[src/rtl/uart_tx_arbiter.sv]
// uart_tx_arbiter
// Round-robin, packet-locking arbiter sharing one 8-bit Avalon-ST UART
// transmit sink between NUM_REQ byte-stream requesters. Once a requester
// owns the sink, it keeps it until it transfers an end-of-packet byte or
// stays idle for TIMEOUT consecutive cycles. This keeps packets from
// different requesters from interleaving on TXD.
//
// Ports:
//   clk_clk        system clock, rising edge
//   reset_reset    asynchronous active-high reset
//   req_data       requester bytes, requester i on [8i+7:8i]
//   req_valid      per-requester valid
//   req_eop        per-requester end-of-packet, qualified by valid
//   req_ready      per-requester ready (only the owner can see tx_ready)
//   tx_data        byte to the UART transmit sink
//   tx_valid       valid to the UART transmit sink
//   tx_error       error to the UART transmit sink, always 0
//   tx_ready       ready from the UART transmit sink
//   grant          one-hot current owner, zero when idle
//   busy           high while a requester owns the sink
//   timeout_pulse  one-cycle strobe after a forced release
module uart_tx_arbiter #(
    parameter int NUM_REQ = 4,
    parameter int TIMEOUT = 1024,
    parameter int CNT_W   = 11
) (
    input  logic                 clk_clk,
    input  logic                 reset_reset,
    input  logic [NUM_REQ*8-1:0] req_data,
    input  logic [NUM_REQ-1:0]   req_valid,
    input  logic [NUM_REQ-1:0]   req_eop,
    output logic [NUM_REQ-1:0]   req_ready,
    output logic [7:0]           tx_data,
    output logic                 tx_valid,
    output logic                 tx_error,
    input  logic                 tx_ready,
    output logic [NUM_REQ-1:0]   grant,
    output logic                 busy,
    output logic                 timeout_pulse
);

    localparam int IDX_W = (NUM_REQ > 1) ? $clog2(NUM_REQ) : 1;

    typedef enum logic {IDLE, OWN} state_t;

    state_t           state;
    logic [IDX_W-1:0] owner;
    logic [IDX_W-1:0] rr_ptr;
    logic [CNT_W-1:0] idle_cnt;

    logic [IDX_W-1:0] next_idx;
    logic             any_valid;
    logic [IDX_W-1:0] owner_next;
    logic             xfer;

    // Rotating priority search starting at rr_ptr. Scanning from the far
    // end back toward rr_ptr lets the closest valid requester win.
    always_comb begin
        logic [IDX_W:0] sum;
        next_idx  = '0;
        any_valid = 1'b0;
        sum       = '0;
        for (int k = NUM_REQ - 1; k >= 0; k--) begin
            sum = {1'b0, rr_ptr} + (IDX_W + 1)'(k);
            if (sum >= (IDX_W + 1)'(NUM_REQ))
                sum = sum - (IDX_W + 1)'(NUM_REQ);
            if (req_valid[sum[IDX_W-1:0]]) begin
                next_idx  = sum[IDX_W-1:0];
                any_valid = 1'b1;
            end
        end
    end

    // Owner pass-through. Everything is gated by the state register, so an
    // asynchronous reset silences the sink interface immediately.
    always_comb begin
        tx_data   = '0;
        tx_valid  = 1'b0;
        req_ready = '0;
        if (state == OWN) begin
            tx_data          = req_data[{owner, 3'b000} +: 8];
            tx_valid         = req_valid[owner];
            req_ready[owner] = tx_ready;
        end
    end

    assign xfer       = tx_valid & tx_ready;
    assign owner_next = (owner == IDX_W'(NUM_REQ - 1)) ? '0 : owner + 1'b1;
    assign busy       = (state == OWN);
    assign tx_error   = 1'b0;

    always_ff @(posedge clk_clk or posedge reset_reset) begin
        if (reset_reset) begin
            state         <= IDLE;
            grant         <= '0;
            owner         <= '0;
            rr_ptr        <= '0;
            idle_cnt      <= '0;
            timeout_pulse <= 1'b0;
        end else begin
            timeout_pulse <= 1'b0;
            case (state)
                IDLE: begin
                    if (any_valid) begin
                        state    <= OWN;
                        owner    <= next_idx;
                        grant    <= NUM_REQ'(1) << next_idx;
                        idle_cnt <= '0;
                    end
                end
                OWN: begin
                    if (xfer) begin
                        idle_cnt <= '0;
                        // EOP wins outright; the counter was cleared by
                        // this transfer, so no timeout can be pending.
                        if (req_eop[owner]) begin
                            state  <= IDLE;
                            grant  <= '0;
                            rr_ptr <= owner_next;
                        end
                    end else if (!req_valid[owner]) begin
                        // idle_cnt holds the idle cycles already seen, so
                        // matching TIMEOUT-1 here ends the TIMEOUT-th one.
                        if (idle_cnt == CNT_W'(TIMEOUT - 1)) begin
                            state         <= IDLE;
                            grant         <= '0;
                            rr_ptr        <= owner_next;
                            idle_cnt      <= '0;
                            timeout_pulse <= 1'b1;
                        end else if (idle_cnt != '1) begin
                            idle_cnt <= idle_cnt + 1'b1;
                        end
                    end
                    // Valid but stalled by the UART: hold, no idle count.
                end
                default: state <= IDLE;
            endcase
        end
    end

endmodule

[config.mk]
export PLATFORM = sky130hd
export DESIGN_NAME = uart_tx_arbiter
export DESIGN_NICKNAME = d
export VERILOG_FILES = /design/src/rtl/uart_tx_arbiter.sv
export SDC_FILE = /design/constraint.sdc
export NUM_CORES = 1
export LEC_CHECK = 0
export CORE_ASPECT_RATIO = 0.9
export CORE_MARGIN = 2
export CORE_UTILIZATION = 44
export CTS_CLUSTER_SIZE = 14
export DETAILED_ROUTE_END_ITERATION = 10
export PLACE_DENSITY = 0.87
export SETUP_SLACK_MARGIN = 0.3
export SLEW_MARGIN = 10
export SYNTH_ARGS = -nofsm -noshare
export SYNTH_HDL_FRONTEND = slang
export SYNTH_SLANG_ARGS = --single-unit
[constraint.sdc]
create_clock -name clk_clk -period 2.4 [get_ports clk_clk]
set_input_delay 0.48 -clock clk_clk [delete_from_list [all_inputs] [get_ports clk_clk]]
set_output_delay 0.48 -clock clk_clk [all_outputs]
set_load 0.03 [all_outputs]
* Word-level counts from Yosys, hierarchy flattened *
Index checks and enable logic that the tools add are counted.

storage, ports and cells
  memory bits (writable) = 0
  latch bits = 0
  memory bits (read-only) = 0
  memories = 0
  bits in registers = 21
  output and inout port bits = 20
  logic and storage cells = 102
  input port bits = 43

operators by class
  bitwise logic cells = 3
  $lt $le $gt $ge = 10
  multiply operators = 0
  mux-type cells = 56
  reduce and logical (&&, ||, !) cells = 6
  divide/modulo/power cells = 0
  $add $sub $neg = 9
  equal/unequal tests = 10
  shifts and indexed selects = 2

operators by type and width
  operator                                                                              number
  11-bit 2-to-1 mux                                                                     5
  32-bit by 6-bit variable part select with 8-bit output                                1
  2-bit 2-to-1 mux                                                                      13
  4-bit 2-to-1 mux                                                                      6
  11-bit one-hot mux with 2 select lines                                                1
  1-bit 2-to-1 mux                                                                      21
  2-bit by 3-bit < comparator with 1-bit output (second input constant)                 5
  1-bit binary-select mux with 2-bit select                                             6
  11-bit by 1-bit adder with 11-bit output (second input constant)                      1
  11-bit by 10-bit equality test with 1-bit output (second input constant)              1
  11-bit != test (second input constant)                                                1
  3-bit greater-or-equal comparator (second input constant)                             3
  8-bit 2-to-1 mux                                                                      1
  4-bit one-hot mux with 2 select lines                                                 1
  4-bit AND reduction                                                                   2
  2-bit by 1-bit subtractor with 2-bit output (second input constant)                   4
  2-bit by 2-bit adder with 3-bit output (second input constant)                        2
  4-bit bitwise AND                                                                     1
  2-bit != test (second input constant)                                                 2
  4-bit by 1-bit != test with 1-bit output (second input constant)                      1
  1-bit by 2-bit << shifter with 4-bit output (first input constant)                    1
  2-bit by 1-bit adder with 3-bit output (second input constant)                        1
  2-bit by 3-bit greater-or-equal comparator with 1-bit output (second input constant)  1
  3-bit by 1-bit != test with 1-bit output (second input constant)                      1
  other kinds (14)                                                                      14

* Logic depth before layout (Yosys ltp) *
Gate-level depths: netlist of run 1.

  depth after elaboration = 12
  mapped depth = 6
  gate-level depth less buffers = 5

* Worst setup path after synthesis of run 1 *
Ideal clock, no wire load.

  path type = register to output
  start point = reg owner[0]
  end point = out tx_data[0]
  path slack = 0.382 ns
  arrival time = 1.538 ns
  buffers on the path = 2
  required time = 1.920 ns
  cell stages (with the launch flop) = 5
  cells stage by stage = dfrtp_1 > buf_6 > buf_2 > mux4_2 > and2_1

on the way
  longest elaborated chain between the ends = 2

ends and longest elaborated chain
  element                                                 line  text
  start: declaration                                      47    logic [IDX_W-1:0] owner;
  start signal: assignment                                106   owner <= next_idx;
  32-bit by 6-bit variable part select with 8-bit output  81    tx_data = req_data[{owner, 3'b000} +: 8];
  8-bit 2-to-1 mux                                        80    if (state == OWN) begin
  end: declaration                                        33    output logic [7:0] tx_data,

Every way passes these cells.

* Final worst setup path of run 1 *
  start point = reg owner[0]
  end point = out tx_data[1]

The elaborated chain is that of the path after synthesis.

==> impl_metrics.py, run 1 <==
metrics = {
    "die": {
        "ios": 63,
        "initial_standard_cell_utilization_of_the_core_pct": 45.4,
        "core_area_um2": 3680,
        "width_of_the_die_um": 69.0,
        "die_y_um": 62.5,
        "die_area_um2": 4310,
        "placement_rows": 21,
    },
    "cts": {
        "path_clk_slew_ps": 70,
        "clkSinkCount": 21,
        "htreeDepth": 1,
        "cts_tree": "done",
        "insertion_delay_to_the_later_sink_of_the_worst_skew_pair_ps": 260,
        "clock-root-buffer": "clkbuf_8",
        "numCtsBuffers": 3,
        "post_cts_hold_buffer_count": 0,
        "cts-root-to-sink-buffers": 2,
    },
    "yosys": {
        "synthArstFlopShare_pct": 100,
        "synth_area_leader_cell": "dfrtp_1",
        "dominantRegCellSynth": "dfrtp_1",
        "ranking_of_synthesized_cells_by_instance_count": "dfrtp_1 (21), inv_1 (15), and2_1 (10), nand2_1 (10)",
        "postSynthAreaPerCell_um2": 9.72,
        "mappedNetlistArea_um2": 1670,
        "ys_top_cells_by_area": "dfrtp_1 (31%), mux4_2 (12%), mux2i_1 (5.4%)",
        "yosys_warnings": 0,
        "synth_sequential_area_ratio_pct": 31.4,
        "synth_top_area_share_pct": 31.4,
        "synthesis.nets": 220,
        "synth-seq-cells": 21,
        "synth_enable_flop_cells": 0,
        "syn-instance-count": 172,
        "synth.lib_cells_used.distinct": 43,
        "yosysMostFrequentCell": "dfrtp_1",
    },
    "sta": {
        "grt_setup_unrepaired": "true",
        "final_period_minus_worst_setup_slack_ps": 2210,
        "highest_clock_rate_ghz": 0.452,
        "finalHoldViolations": 0,
        "timing.final.crit_share_pct": 92.2,
        "final-max-slew-violation-count": 0,
        "setup-violations-final": 0,
        "fin_tns_setup_ps": 0,
        "finClkSkew_ps": 1.94,
        "hold-worst-slack_ps": 522,
    },
    "global_routing": {
        "grtUsageTotal_pct": 24.9,
        "grt_antenna_before_repair": 0,
        "grt_pass1_wl_um": 8200,
        "first_global_vias": 1720,
        "grt_overflow_total": 0,
        "grt_max_degree": 22,
    },
    "routing": {
        "route.antenna.remaining_nets": 0,
        "detail_route.wirelength_um": 5260,
        "dr.first_iter.drc_count": 129,
        "num_vias": 1712,
        "drt_drc_violations_left": 0,
        "route.layer.met1.wl_um": 2090,
        "met2_wl_um": 2900,
        "topRoutingLayerUsed": "met4",
        "dr.pass1.iters": 4,
        "wl_met3_um": 164,
        "avgRoutedWirePerCell_um": 17.5,
        "vias_per_cell": 5.71,
    },
    "final_layout": {
        "seqCellArea_um2": 527,
        "drive_gt1_share_pct": 29.9,
        "syn_to_final_growth_pct": 57.2,
        "fill_cells": 273,
        "antenna_cells_inserted": 0,
        "number_of_nets_in_the_layout": 303,
        "multi_input_area_um2": 1120,
    },
    "place": {
        "place.gp.congestion": 0.945,
        "place.port_buffers": 61,
        "place.detailed.hpwl_um": 3690,
    },
    "critical_path": {
        "cp_data_arrival_time_ps": 1730,
        "worst-endpoint-required_ps": 1920,
        "cp-end-kind": "output pin",
        "criticalPathCategory": "flop to output pin",
        "max_stage_delay_ps": 510,
        "crit_path_max_fanout": 4,
        "crit_slowest_cell": "mux4_2",
        "worstSetupStartpointType": "flop",
        "path_cells": "buf_6 -> buf_6 -> mux4_2 -> and2_4 -> buf_6",
        "most_frequent_cell_on_critical_path": "buf_6",
    },
    "power": {
        "power.density_nw_per_um2": 1050,
        "peakVddDrop_mv": 0.878,
        "total_leakage_power_nw": 1.16,
    },
    "min_path": {
        "worstHoldPathType": "flop to flop",
    },
    "flow_run": {
        "max_cap_violations": 0,
    },
    "run_status": {
        "status": "finished, final reports clean",
    },
}
## per-layer routing
metal | track usage [%] | up-vias
met5 | 0 | -
met4 | 4.41 | 0
met3 | 4.32 | 10
met2 | 42.7 | 40
met1 | 32.8 | 851
li1 | - | 811
## critical path, delay by kind of cell (launching register included)
| kind | cells | cell delay [ps] |
|---|---|---|
| simple gates | 1 | 180 |
| buf+inv | 3 | 370 |
| mux | 1 | 510 |
| flops | 1 | 410 |
## per-stage QoR
stage / instances / util (%) / worst slack (ps) / total power [mW] / instance area [um^2]
global route: 300 / 71.4 / 149 / 2.92 / 2630
global placement: 289 / 66.6 / -205 / 2.20 / 2450
CTS: 299 / 69.6 / 166 / 2.63 / 2560
finish: 300 / 71.4 / 187 / 2.76 / 2630
detailed placement: 289 / 66.6 / -228 / 2.25 / 2450
floorplan: 172 / - / 382 / 1.60 / 1670
## flip-flops by register name (all words and copies together) (netlist names)
signal and cells:
busy 1, grant 4, idle_cnt 11, owner 2, rr_ptr 2, timeout_pulse 1
## final cells by class
class                           count  share of cell area, %
Multi-Input combinational cell    127                   42.6
Timing Repair Buffer               87                   31.3
Sequential cell                    21                   20.0
Tap cell                           46                   2.19
Inverter                           15                   2.14
Clock buffer                        3                   1.57
Clock inverter                      1                  0.190
## layout by cell type (no fill, tap or decap), drive strengths merged, types with 6 or more instances in the layout
master         instances
mux2i                  9
o221ai                 7
buf                   38
dlygate4sd2           22
o21ai                  8
nand4                  9
nand2                 10
and2                  10
clkdlybuf4s50         25
inv                   15
nand2b                 6
mux4                   9
nor2                   7
dfrtp                 21
## power by group
| part | total (mW) | switching (mW) | internal (mW) |
|---|---|---|---|
| Combinational | 1.94 | 0.929 | 1.01 |
| Clock | 0.234 | 0.118 | 0.116 |
| Sequential | 0.586 | 0.142 | 0.444 |
| Total | 2.76 | 1.19 | 1.57 |
## kinds of logic (layout without fill, tap and decap cells)
family / Yosys count / in the layout / share of synthesized area (%)
AO/OA/AOI/OAI: 34 / 34 / 15.6
other: 1 / 1 / 0.224
multiplexers: 20 / 20 / 19.3
flip-flops: 21 / 21 / 31.4
adder cells (fa/ha/maj): 5 / 5 / 3.74
AND/OR/NAND/NOR: 67 / 67 / 23.4
buffers and inverters: 24 / 106 / 6.29
## repair_timing
item / in CTS / in global routing
pin swaps: 2 / 2
gates resized for setup: 88 / 24
setup endpoints to repair: 24 / 28
buffers inserted: 6 / 1
## path summary, 6_finish.rpt
kind                       cells past startpoint  slack [ps]        start           to
setup / recovery                               5         190     owner[0]   tx_data[1]
hold / removal                                 2         520     grant[0]     grant[0]
setup reg to reg                               6         290     owner[0]    rr_ptr[0]
hold reg to reg                                2         520     grant[0]     grant[0]
max in group asynchronous                      3        1630  reset_reset         busy
min in group asynchronous                      3         540  reset_reset  idle_cnt[2]
(Power assumes the default switching activity.)
==> inputs of run 2 (changes only) <==
--- a/config.mk
+++ b/config.mk
@@ -11,8 +11,9 @@
 export CTS_CLUSTER_SIZE = 14
 export DETAILED_ROUTE_END_ITERATION = 10
 export PLACE_DENSITY = 0.87
+export RECOVER_POWER = 25
 export SETUP_SLACK_MARGIN = 0.3
-export SLEW_MARGIN = 10
+export SLEW_MARGIN = 30
 export SYNTH_ARGS = -nofsm -noshare
 export SYNTH_HDL_FRONTEND = slang
 export SYNTH_SLANG_ARGS = --single-unit
==> impl_metrics.py, run 2 (synthesis gave the netlist of run 1 again) <==
metrics = {
    "routing": {
        "route.antenna.remaining_nets": 0,
        "dr.first_iter.drc_count": 135,
        "vias_per_cell": 5.72,
        "drt_drc_violations_left": 0,
        "num_vias": 1717,
        "detail_route.wirelength_um": 5280,
        "dr.pass1.iters": 4,
        "avgRoutedWirePerCell_um": 17.6,
    },
    "sta": {
        "timing.final.crit_share_pct": 92.1,
        "pin_slew_with_the_least_headroom_to_its_limit_ps": 1150,
        "setup-violations-final": 0,
        "finalHoldViolations": 0,
        "final-max-slew-violation-count": 0,
        "timing.slew.headroom_pct": 23.6,
        "final_period_minus_worst_setup_slack_ps": 2210,
        "highest_clock_rate_ghz": 0.452,
        "finClkSkew_ps": 1.40,
        "grt_setup_unrepaired": "true",
        "fin_ws_ps": 190,
    },
    "power": {
        "power.density_nw_per_um2": 1050,
        "peakVddDrop_mv": 0.878,
        "post-layout-total-power_mw": 2.76,
        "total_leakage_power_nw": 1.16,
    },
    "final_layout": {
        "largest-register": "idle_cnt",
        "largestRegisters": "idle_cnt: 11 flops, grant: 4 flops",
        "drive_gt1_share_pct": 29.5,
        "fill_cells": 273,
        "layout.cells.non_filler": 300,
        "largest_register_ffs": 11,
        "layout.cells.most_common": "clkdlybuf4s50_1",
        "commonest_cells_after_routing_fill_and_taps_aside": "clkdlybuf4s50_1 (24), dlygate4sd2_1 (22), dfrtp_1 (20)",
        "layout.core_utilization_pct": 71.3,
        "syn_to_final_growth_pct": 57.0,
        "number_of_nets_in_the_layout": 303,
        "antenna_cells_inserted": 0,
    },
    "die": {
        "die_y_um": 62.5,
        "die_area_um2": 4310,
        "initial_standard_cell_utilization_of_the_core_pct": 45.4,
        "core_area_um2": 3680,
        "placement_rows": 21,
        "width_of_the_die_um": 69.0,
        "ios": 63,
    },
    "critical_path": {
        "worstSetupStartpointType": "flop",
        "max_stage_delay_ps": 510,
        "crit_path_max_fanout": 4,
        "worst-endpoint-required_ps": 1920,
        "path_cells": "buf_6 -> buf_6 -> mux4_2 -> and2_4 -> buf_6",
        "crit_slowest_cell": "mux4_2",
        "most_frequent_cell_on_critical_path": "buf_6",
        "criticalPathCategory": "flop to output pin",
        "cp_data_arrival_time_ps": 1730,
        "cp-end-kind": "output pin",
    },
    "cts": {
        "cts-root-to-sink-buffers": 2,
        "cts_tree": "done",
        "path_clk_slew_ps": 80,
        "clkSinkCount": 21,
        "numCtsBuffers": 3,
        "insertion_delay_to_the_later_sink_of_the_worst_skew_pair_ps": 260,
        "clock-root-buffer": "clkbuf_8",
        "post_cts_hold_buffer_count": 0,
        "htreeDepth": 1,
    },
    "global_routing": {
        "grt_antenna_before_repair": 0,
        "grt_overflow_total": 0,
        "first_global_vias": 1720,
        "grt_pass1_wl_um": 8200,
        "grt_max_degree": 22,
        "grtUsageTotal_pct": 24.9,
    },
    "place": {
        "place.port_buffers": 61,
        "place.gp.congestion": 0.945,
        "pre_cts_ws_ps": -228,
        "dp_cells": 289,
        "place.detailed.hpwl_um": 3690,
    },
    "min_path": {
        "worstHoldPathType": "flop to flop",
    },
    "flow_run": {
        "max_cap_violations": 0,
    },
    "run_status": {
        "status": "finished, final reports clean",
    },
}
==> run 2: where the power goes <==
group	switching (mW)	internal (mW)
Clock	0.118	0.116
Combinational	0.930	1.01
Sequential	0.142	0.444
==> run 2: layout make-up <==
type                       count  area, um^2  share of cell area (%)
clock buffer                   3        41.3                    1.57
clock inverter                 1        5.00                   0.191
inverter                      15        56.3                    2.15
multi-input combinational    127        1120                    42.6
sequential                    21         527                    20.1
tap                           46        57.6                    2.19
timing repair buffer          87         818                    31.2
==> run 2: per-layer routing <==
| metal | track usage, % | wire length [um] | share of wire [%] | vias to the layer above |
|---|---|---|---|---|
| li1 | - | - | - | 811 |
| met1 | 32.8 | 2100 | 40 | 851 |
| met2 | 42.7 | 2890 | 55 | 45 |
| met3 | 4.32 | 173 | 3.3 | 10 |
| met4 | 4.41 | 106 | 2.0 | 0 |
| met5 | 0 | 0 | 0 | - |
==> run 2: worst max-delay path, delay by kind of cell (launching register included) <==
kind,cells,cell delay [ps]
buffers and inverters,3,370
muxes,1,510
and+or+nand+nor,1,180
DFF,1,410
==> run 2: metrics by stage <==
stage                     area (um^2)  TNS [ps]  hold WS, ps
after floorplan                  1670         0          457
after global placement           2450     -1970          503
after detailed placement         2450     -2470          511
after CTS                        2560         0          530
after global routing             2620         0          561
final                            2620         0          522
==> run 2: timing repair <==
item | CTS | global route
endpoints found under the setup margin | 24 | 28
gates cloned | 0 | 0
pin swaps | 2 | 2
gates resized for setup | 88 | 24
buffers inserted | 6 | 1
==> run 2: worst paths after layout <==
kind                             start          end  slack (ps)  depth (start not counted)
max                           owner[0]   tx_data[1]         190                          5
min                           grant[0]     grant[0]         520                          2
max reg2reg                   owner[0]    rr_ptr[0]         290                          6
min reg2reg                   grant[0]     grant[0]         520                          2
max in group asynchronous  reset_reset         busy         630                          3
min in group asynchronous  reset_reset  idle_cnt[4]        1010                          3
